**config.mk**
```make
export PLATFORM = sky130hd
export DESIGN_NAME = cnt_seq_ctrl
export DESIGN_NICKNAME = d
export VERILOG_FILES = /design/src/rtl/cnt_seq_ctrl_pkg.sv /design/src/rtl/cnt_seq_rep_cnt.sv /design/src/rtl/cnt_seq_ctrl.sv
export SDC_FILE = /design/constraint.sdc
export NUM_CORES = 1
export LEC_CHECK = 0
export BUFFER_PORTS_ARGS = -buffer_cell sky130_fd_sc_hd__buf_2
export CORE_MARGIN = 3
export CORE_UTILIZATION = 50
export DETAILED_ROUTE_END_ITERATION = 8
export PLACE_DENSITY = 0.88
export RECOVER_POWER = 100
export SYNTH_ARGS = -nofsm -noshare
export SYNTH_HDL_FRONTEND = slang
export SYNTH_HIERARCHICAL = 1
export SYNTH_SLANG_ARGS = --single-unit
```
**constraint.sdc**
```tcl
create_clock -name CLK -period 2.8 [get_ports CLK]
set_input_delay 0.14 -clock CLK [delete_from_list [all_inputs] [get_ports CLK]]
set_output_delay 0.14 -clock CLK [all_outputs]
set_load 0.01 [all_outputs]
```
**src/rtl/cnt_seq_ctrl_pkg.sv**
```systemverilog
// Shared types and encodings for the counter sequence controller.
package cnt_seq_ctrl_pkg;

  typedef enum logic [2:0] {
    ST_IDLE,
    ST_LOAD,
    ST_RUN,
    ST_FIN,
    ST_CLR
  } state_t;

  localparam logic MODE_ONESHOT = 1'b0;
  localparam logic MODE_AUTO    = 1'b1;
  localparam logic DIR_UP       = 1'b0;
  localparam logic DIR_DN       = 1'b1;

endpackage

```
**src/rtl/cnt_seq_rep_cnt.sv**
```systemverilog
// Period counter: counts completed periods and flags when the next one is the last.
module cnt_seq_rep_cnt #(
  parameter int REPS_W = 4
) (
  input  logic              CLK,
  input  logic              CDN,
  input  logic              clr,
  input  logic              inc,
  input  logic [REPS_W-1:0] reps,
  output logic              last
);

  logic [REPS_W-1:0] count;
  logic [REPS_W-1:0] count_nxt;

  assign count_nxt = count + REPS_W'(1);
  // A zero repeat count means run forever, so it never matches.
  assign last      = (reps != '0) && (count_nxt == reps);

  // NOTE: sequential state uses non-blocking assignments so every flop samples pre-edge values.
  always_ff @(posedge CLK or negedge CDN) begin
    if (!CDN) begin
      count <= '0;
    end else if (clr) begin
      count <= '0;
    end else if (inc) begin
      count <= count_nxt;
    end
  end

endmodule

```
**src/rtl/cnt_seq_ctrl.sv**
```systemverilog
// Sequencer for an external up/down counter chain: load, run, reload, finish, abort-clear.
// Optional build macro CNT_SEQ_CTRL_PINGPONG_EN flips the count direction on every reload.
module cnt_seq_ctrl
  import cnt_seq_ctrl_pkg::*;
#(
  parameter int WIDTH  = 8,
  parameter int REPS_W = 4
) (
  input  logic              CLK,
  input  logic              CDN,
  input  logic              START,
  input  logic              ABORT,
  input  logic              PAUSE,
  input  logic              MODE,
  input  logic              DIR,
  input  logic [WIDTH-1:0]  LDVAL,
  input  logic [REPS_W-1:0] REPS,
  input  logic              TC,
  output logic              CNT_LD,
  output logic              CNT_EN,
  output logic              CNT_DNUP,
  output logic              CNT_CS,
  output logic [WIDTH-1:0]  CNT_D,
  output logic              BUSY,
  output logic              PERIOD,
  output logic              DONE
);

  state_t            state_q, state_d;
  logic [WIDTH-1:0]  sh_ldval;
  logic              sh_dir;
  logic              sh_mode;
  logic [REPS_W-1:0] sh_reps;
  logic              period_q;
  logic              start_take;
  logic              tc_take;
  logic              rep_last;
  logic              finish;
  logic              reload;

  assign start_take = (state_q == ST_IDLE) && START;
  // TC only counts while the counter is actually enabled, and ABORT overrides it.
  assign tc_take    = (state_q == ST_RUN) && !PAUSE && TC && !ABORT;
  assign finish     = (sh_mode == MODE_ONESHOT) || rep_last;
  assign reload     = tc_take && !finish;

  cnt_seq_rep_cnt #(.REPS_W(REPS_W)) u_rep_cnt (
    .CLK  (CLK),
    .CDN  (CDN),
    .clr  (start_take),
    .inc  (tc_take),
    .reps (sh_reps),
    .last (rep_last)
  );

  always_ff @(posedge CLK or negedge CDN) begin
    if (!CDN) begin
      state_q <= ST_IDLE;
    end else begin
      state_q <= state_d;
    end
  end

  always_comb begin
    state_d = state_q;
    case (state_q)
      ST_IDLE: if (START) state_d = ST_LOAD;
      ST_LOAD: state_d = ST_RUN;
      ST_RUN:  if (tc_take) state_d = finish ? ST_FIN : ST_LOAD;
      ST_FIN:  state_d = ST_IDLE;
      ST_CLR:  state_d = ST_IDLE;
      default: state_d = ST_IDLE;
    endcase
    if ((state_q != ST_IDLE) && ABORT) state_d = ST_CLR;
  end

  // NOTE: every combinational output gets a default first so no path can infer a latch.
  always_comb begin
    BUSY     = (state_q != ST_IDLE);
    CNT_LD   = 1'b0;
    CNT_EN   = 1'b0;
    CNT_DNUP = 1'b0;
    CNT_CS   = 1'b0;
    CNT_D    = '0;
    DONE     = 1'b0;
    case (state_q)
      ST_LOAD: begin
        CNT_LD   = 1'b1;
        CNT_D    = sh_ldval;
        CNT_DNUP = sh_dir;
      end
      ST_RUN: begin
        CNT_EN   = !PAUSE;
        CNT_DNUP = sh_dir;
      end
      ST_FIN:  DONE   = 1'b1;
      ST_CLR:  CNT_CS = 1'b1;
      default: ;
    endcase
  end

  assign PERIOD = period_q;

  always_ff @(posedge CLK or negedge CDN) begin
    if (!CDN) begin
      period_q <= 1'b0;
    end else begin
      period_q <= tc_take;
    end
  end

  // Shadow copies keep the sequence immune to input changes after START.
  always_ff @(posedge CLK or negedge CDN) begin
    if (!CDN) begin
      sh_ldval <= '0;
      sh_dir   <= DIR_UP;
      sh_mode  <= MODE_ONESHOT;
      sh_reps  <= '0;
    end else if (start_take) begin
      sh_ldval <= LDVAL;
      sh_dir   <= DIR;
      sh_mode  <= MODE;
      sh_reps  <= REPS;
    end else if (reload) begin
`ifdef CNT_SEQ_CTRL_PINGPONG_EN
      sh_dir   <= ~sh_dir;
`else
      sh_dir   <= sh_dir;
`endif
    end
  end

endmodule

```
Word-level counts from Yosys, hierarchy flattened --
Cells that the tools add are included.
Word-level totals: register bits after elaboration 22, input bits 20, output and inout bits 15, word-level logic and storage cells 44
Operators by class: add/subtract/negate cells 1, eq/ne operators 7, muxes and demuxes 13, bitwise logic cells 1, reduce and logical (&&, ||, !) cells 15
Operators with widths (count):
- $mux W3 | 3
- $pmux W3 S3 | 1
- $mux W4 | 2
- $mux W8 | 1
- $eq A3 B2 Y1 const B | 2
- $logic_and A1 B1 Y1 | 6
- $ne A3 B2 Y1 const B | 2
- $mux W1 | 5
- $add A4 B1 Y4 const B | 1
- $eq A4 B4 Y1 | 1
- $reduce_bool A4 Y1 | 1
- $eq A3 B1 Y1 const B | 1
- $eq A3 B3 Y1 const B | 1
- $logic_not A3 Y1 | 1
- $reduce_bool A3 Y1 | 1
- $logic_not A1 Y1 | 2
- $mux W2 | 1
- $reduce_and A2 Y1 | 1
- $reduce_bool A2 Y1 | 1
- $reduce_or A2 Y1 | 1
- $logic_or A1 B1 Y1 | 1
- $not A1 Y1 | 1

Logic depth before layout (Yosys ltp) --
depth in word-level cells 8, mapped depth 6, depth with buffers taken out 6

Cells and area by module --
Netlist, hierarchy kept.
Modules (own cells, without submodules):
- cnt_seq_ctrl | instances 1, cells each 63, area an instance 885.8 sq um, sequential area each 450.4 sq um
- cnt_seq_rep_cnt | instances 1, cells each 25, area an instance 257.7 sq um, sequential area each 100.1 sq um

Worst setup path before layout --
OpenSTA, ideal clock, no wires.
path type flip-flop to flip-flop, start point register state_q[2], end point register u_rep_cnt.count[3], library setup time 0.120 ns, arrival 1.801 ns, path slack 0.879 ns, stages on the path, launching flop included 7, period minus slack after synthesis 1.921 ns, cell sequence dfrtp_1 -> clkbuf_1 -> or3b_2 -> nor3b_1 -> nand4_1 -> xor2_1 -> nor2_1
Between the ends: longest elaborated chain between the ends 5, elaborated cells on any way between the ends 8, those cells by class 1 x eq/ne; 1 x mux; 6 x reduce/logical
RTL lines:
- start: declaration | line cnt_seq_ctrl.sv:29 | state_t state_q, state_d;
- start signal: assignment | line cnt_seq_ctrl.sv:60 | state_q <= state_d;
- $eq A3 B2 Y1 | line cnt_seq_ctrl.sv:43 | assign tc_take = (state_q == ST_RUN) && !PAUSE && TC && !ABORT;
- $logic_and A1 B1 Y1 (3 in series) | line cnt_seq_ctrl.sv:43
- named net tc_take | line cnt_seq_ctrl.sv:36 | logic tc_take;
- $reduce_bool A2 Y1 (no source line)
- end signal: assignment | line cnt_seq_rep_cnt.sv:27 | count <= count_nxt;
- end: declaration | line cnt_seq_rep_cnt.sv:13 | logic [REPS_W-1:0] count;
The timed path passes the listed nets, and every way through them passes these cells. A chain may end at the register's enable or synchronous reset.

Final worst setup path --
start point register state_q[1], end point register sh_ldval[7]
Between the ends: longest elaborated chain between the ends 2
RTL lines:
- $logic_not A3 Y1 | line cnt_seq_ctrl.sv:41 | assign start_take = (state_q == ST_IDLE) && START;
- $logic_and A1 B1 Y1 | line cnt_seq_ctrl.sv:41
- end signal: assignment | line cnt_seq_ctrl.sv:115 | sh_ldval <= '0;
- end signal: assignment | line cnt_seq_ctrl.sv:120 | sh_ldval <= LDVAL;
- end: declaration | line cnt_seq_ctrl.sv:30 | logic [WIDTH-1:0] sh_ldval;
Every way passes these cells.

==> implementation parameters <==
Parameter                              Value

Layout
  Fraction of layout instances using a drive strength above 1    36.3%
  Leading cell types in the layout, fill and taps excluded    26 x sky130_fd_sc_hd__buf_2, 22 x sky130_fd_sc_hd__dfrtp_1, 9 x sky130_fd_sc_hd__and2_0
  Commonest non-fill, non-tap cell in the layout    sky130_fd_sc_hd__buf_2
  Count of placed standard cells in the final layout, fillers left out    151
  Syn-to-layout area delta    15.5%
  Net count, final    146
  Area of all placed cells without fillers    1320 µm²
  Antenna diode count    0
  Post-layout utilization of the core    64.1%

Setup path
  Library cell contributing the largest single delay on the critical path    sky130_fd_sc_hd__nor4b_2
  Maximum fanout along the worst path    10
  Setup crit start kind    register
  Category of the most critical setup path    register to register
  Delay of the slowest cell on the worst path    0.90 ns
  Top delay family on crit path    simple AND/OR/NAND/NOR gates
  Data required time at the worst endpoint    3.00 ns
  Cells along the critical path    nor4b_2, clkbuf_2, mux2_1
  Type of element capturing the critical path    register
  Arrival time at the worst endpoint    2.52 ns
  Buf+Inv Stages, Crit Path    1

Die
  Floorplan Core Area    2060 µm²
  Io pins    35
  Starting density of the core    55.5%
  Row count    16
  Floorplan die height    53.8 µm
  Full die area    2900 µm²
  Chip Width    53.8 µm

Pwr
  Switching power    378 µW
  Part of the power in combinational logic    37.8%
  Worst IR drop on VDD    0.000533 V
  Switching share of power    33.2%
  Leakage    0.000609 µW
  Total design power    1140 µW
  Clock network fraction of total power    15.2%
  Share of total power in sequential cells    47.0%
  Power Density    862 nW/µm²
  Internal power    761 µW

CTS
  Register clock-pin slew on the reported worst setup and hold paths    0.12 ns
  Skew-Pair Late Insertion Delay    0.31 ns
  H-tree levels    1
  CTS Buffer Depth    2
  Clock tree from TritonCTS    done
  Sinks on Clock Net    22
  Clock buffer count from CTS    3
  CTS resizes    0
  Clock Root Buffer    sky130_fd_sc_hd__clkbuf_4

Placed design
  Number of I/O port buffers    34
  # placed instances    146
  Post-DP Area    1320 µm²
  RePlAce Congestion    0.804
  HPWL after detailed placement    1620 µm

Route
  Number of vias per cell after detailed routing    5.05
  Remaining design rule violation count    0
  Number of iterations in the first detailed-routing pass    2
  Drt wl/cell    14.0 µm
  Detailed-route via count    763
  Drt first-iter violations    2
  Detailed-route wire length    2110 µm
  Antenna-violating nets left    0

Timing
  Number of slew-limit violations in the final report    0
  Relative slew slack    24.2%
  Final setup skew    0.00242 ns
  Share of the clock period used by the worst path    82.8%
  Final sum of negative setup slack    0 ns
  Unrepaired setup endpoints after global routing    false
  Period minus WS final    2.32 ns
  Upper clock frequency limit    431 MHz
  Slew at the pin closest to its max-slew limit    1.14 ns
  Number of endpoints with negative hold slack in the final report    0
  Count of final setup violators    0

Logic synthesis
  Mean instance size in the synthesized netlist    13.0 µm²
  Share of the yosys chip area belonging to registers    48.1%
  Portion of synthesized cell area occupied by the leading cell type    48.1%
  Synthesis Warnings    6
  Mapped cell area    1140 µm²
  Number of unique standard cell types used by synthesis    30
  Syn_nets    109
  Cell count after synthesis    88
  Library cell with the largest summed area after synthesis    sky130_fd_sc_hd__dfrtp_1
  Biggest area contributors in the synthesized netlist    sky130_fd_sc_hd__dfrtp_1 48%, sky130_fd_sc_hd__mux2_4 12%, sky130_fd_sc_hd__and2_1 4.9%, sky130_fd_sc_hd__mux2_2 4.9%, sky130_fd_sc_hd__xnor2_1 4.6%
  Post-synthesis register bit count    22

Global route
  Initial antenna violation count    0
  Grt total ovfl    0
  Via count of the first global-routing pass    699
  Pin count of the biggest net entering global routing    23
  Wire length of the first global-routing pass    3170 µm
  Global Route Usage Sum    15.8%

Job
  Max-cap check violation count    0

Min path
  Worst hold-check path type    input port to register

Status
  Run status    finished, final reports clean
==> worst paths after layout <==
kind / from / end / slack (ns) / cells after the start
hold reg to reg: sh_ldval[4] / sh_ldval[4] / 0.49 / 1
hold / removal: LDVAL[6] / sh_ldval[6] / 0.04 / 2
max in group asynchronous: CDN / sh_ldval[1] / 1.57 / 2
min in group asynchronous: CDN / state_q[2] / 0.56 / 2
setup reg to reg: state_q[1] / sh_ldval[7] / 0.48 / 3
setup / recovery: state_q[1] / sh_ldval[7] / 0.48 / 3
==> registers in the layout, summed over array words and instances, names as in the netlist <==
name / flops
PERIOD: 1
u_rep_cnt/count: 4
sh_ldval: 8
sh_reps: 4
sh_mode: 1
sh_dir: 1
state_q: 3
==> layout make-up <==
cell class                 instances  area [µm²]
clock buffer                       4        36.3
timing repair buffer              36         175
sequential                        22         551
fill                             173         741
multi-input combinational         62         526
tap                               27        33.8
==> synth_stat cells (all sizes together) <==
cell and count:
a2111oi 1, a211oi 1, a311oi 1, and2 9
and3b 1, buf 3, clkbuf 1, dfrtp 22
ha 1, mux2 14, mux2i 1, nand2 2
nand2b 1, nand3 1, nand4 1, nor2 5
nor2b 2, nor3 1, nor3b 4, nor4b 1
or2 1, or2b 1, or3 2, or3b 1
or4bb 1, xnor2 6, xor2 3
==> power groups by stage <==
| stage | combinational (µW) | clock, µW | sequential [µW] |
|---|---|---|---|
| after global routing | 470 | 195 | 552 |
| after global placement | 476 | 0 | 533 |
| final | 430 | 173 | 536 |
| after detailed placement | 490 | 0 | 549 |
| after floorplan | 426 | 0 | 491 |
| after CTS | 496 | 178 | 541 |
==> logic make-up (layout without fill, tap and decap cells) <==
family,count (synthesis),after routing,share of synthesized area (%)
adder cells (fa/ha/maj),1,1,1.09
XOR/XNOR,9,9,6.89
AND/OR/NAND/NOR,34,34,20.2
AO/OA/AOI/OAI,3,3,2.74
buffers and inverters,4,40,3.28
multiplexers,15,15,17.6
flip-flops,22,22,48.1
==> layer usage <==
layer	part of all wire (%)	track usage, %
met1	45	21.4
met2	47	23.8
met3	6.5	3.32
met4	0.99	7.66
met5	0	0
==> stage by stage <==
| step | worst slack, ns | hold slack, ns |
|---|---|---|
| finish | 0.481 | 0.0433 |
| global route | 0.329 | 0.0289 |
| CTS | 0.637 | 0.0494 |
| detailed placement | 0.649 | 0.129 |
| global placement | 0.777 | 0.121 |
| floorplan | 0.879 | -0.156 |
==> what timing repair did <==
item,CTS,global route
hold buffers,1,0
setup buffers,0,0
hold endpoints to repair,22,0
No activity file was read; power rests on OpenSTA's default activity.
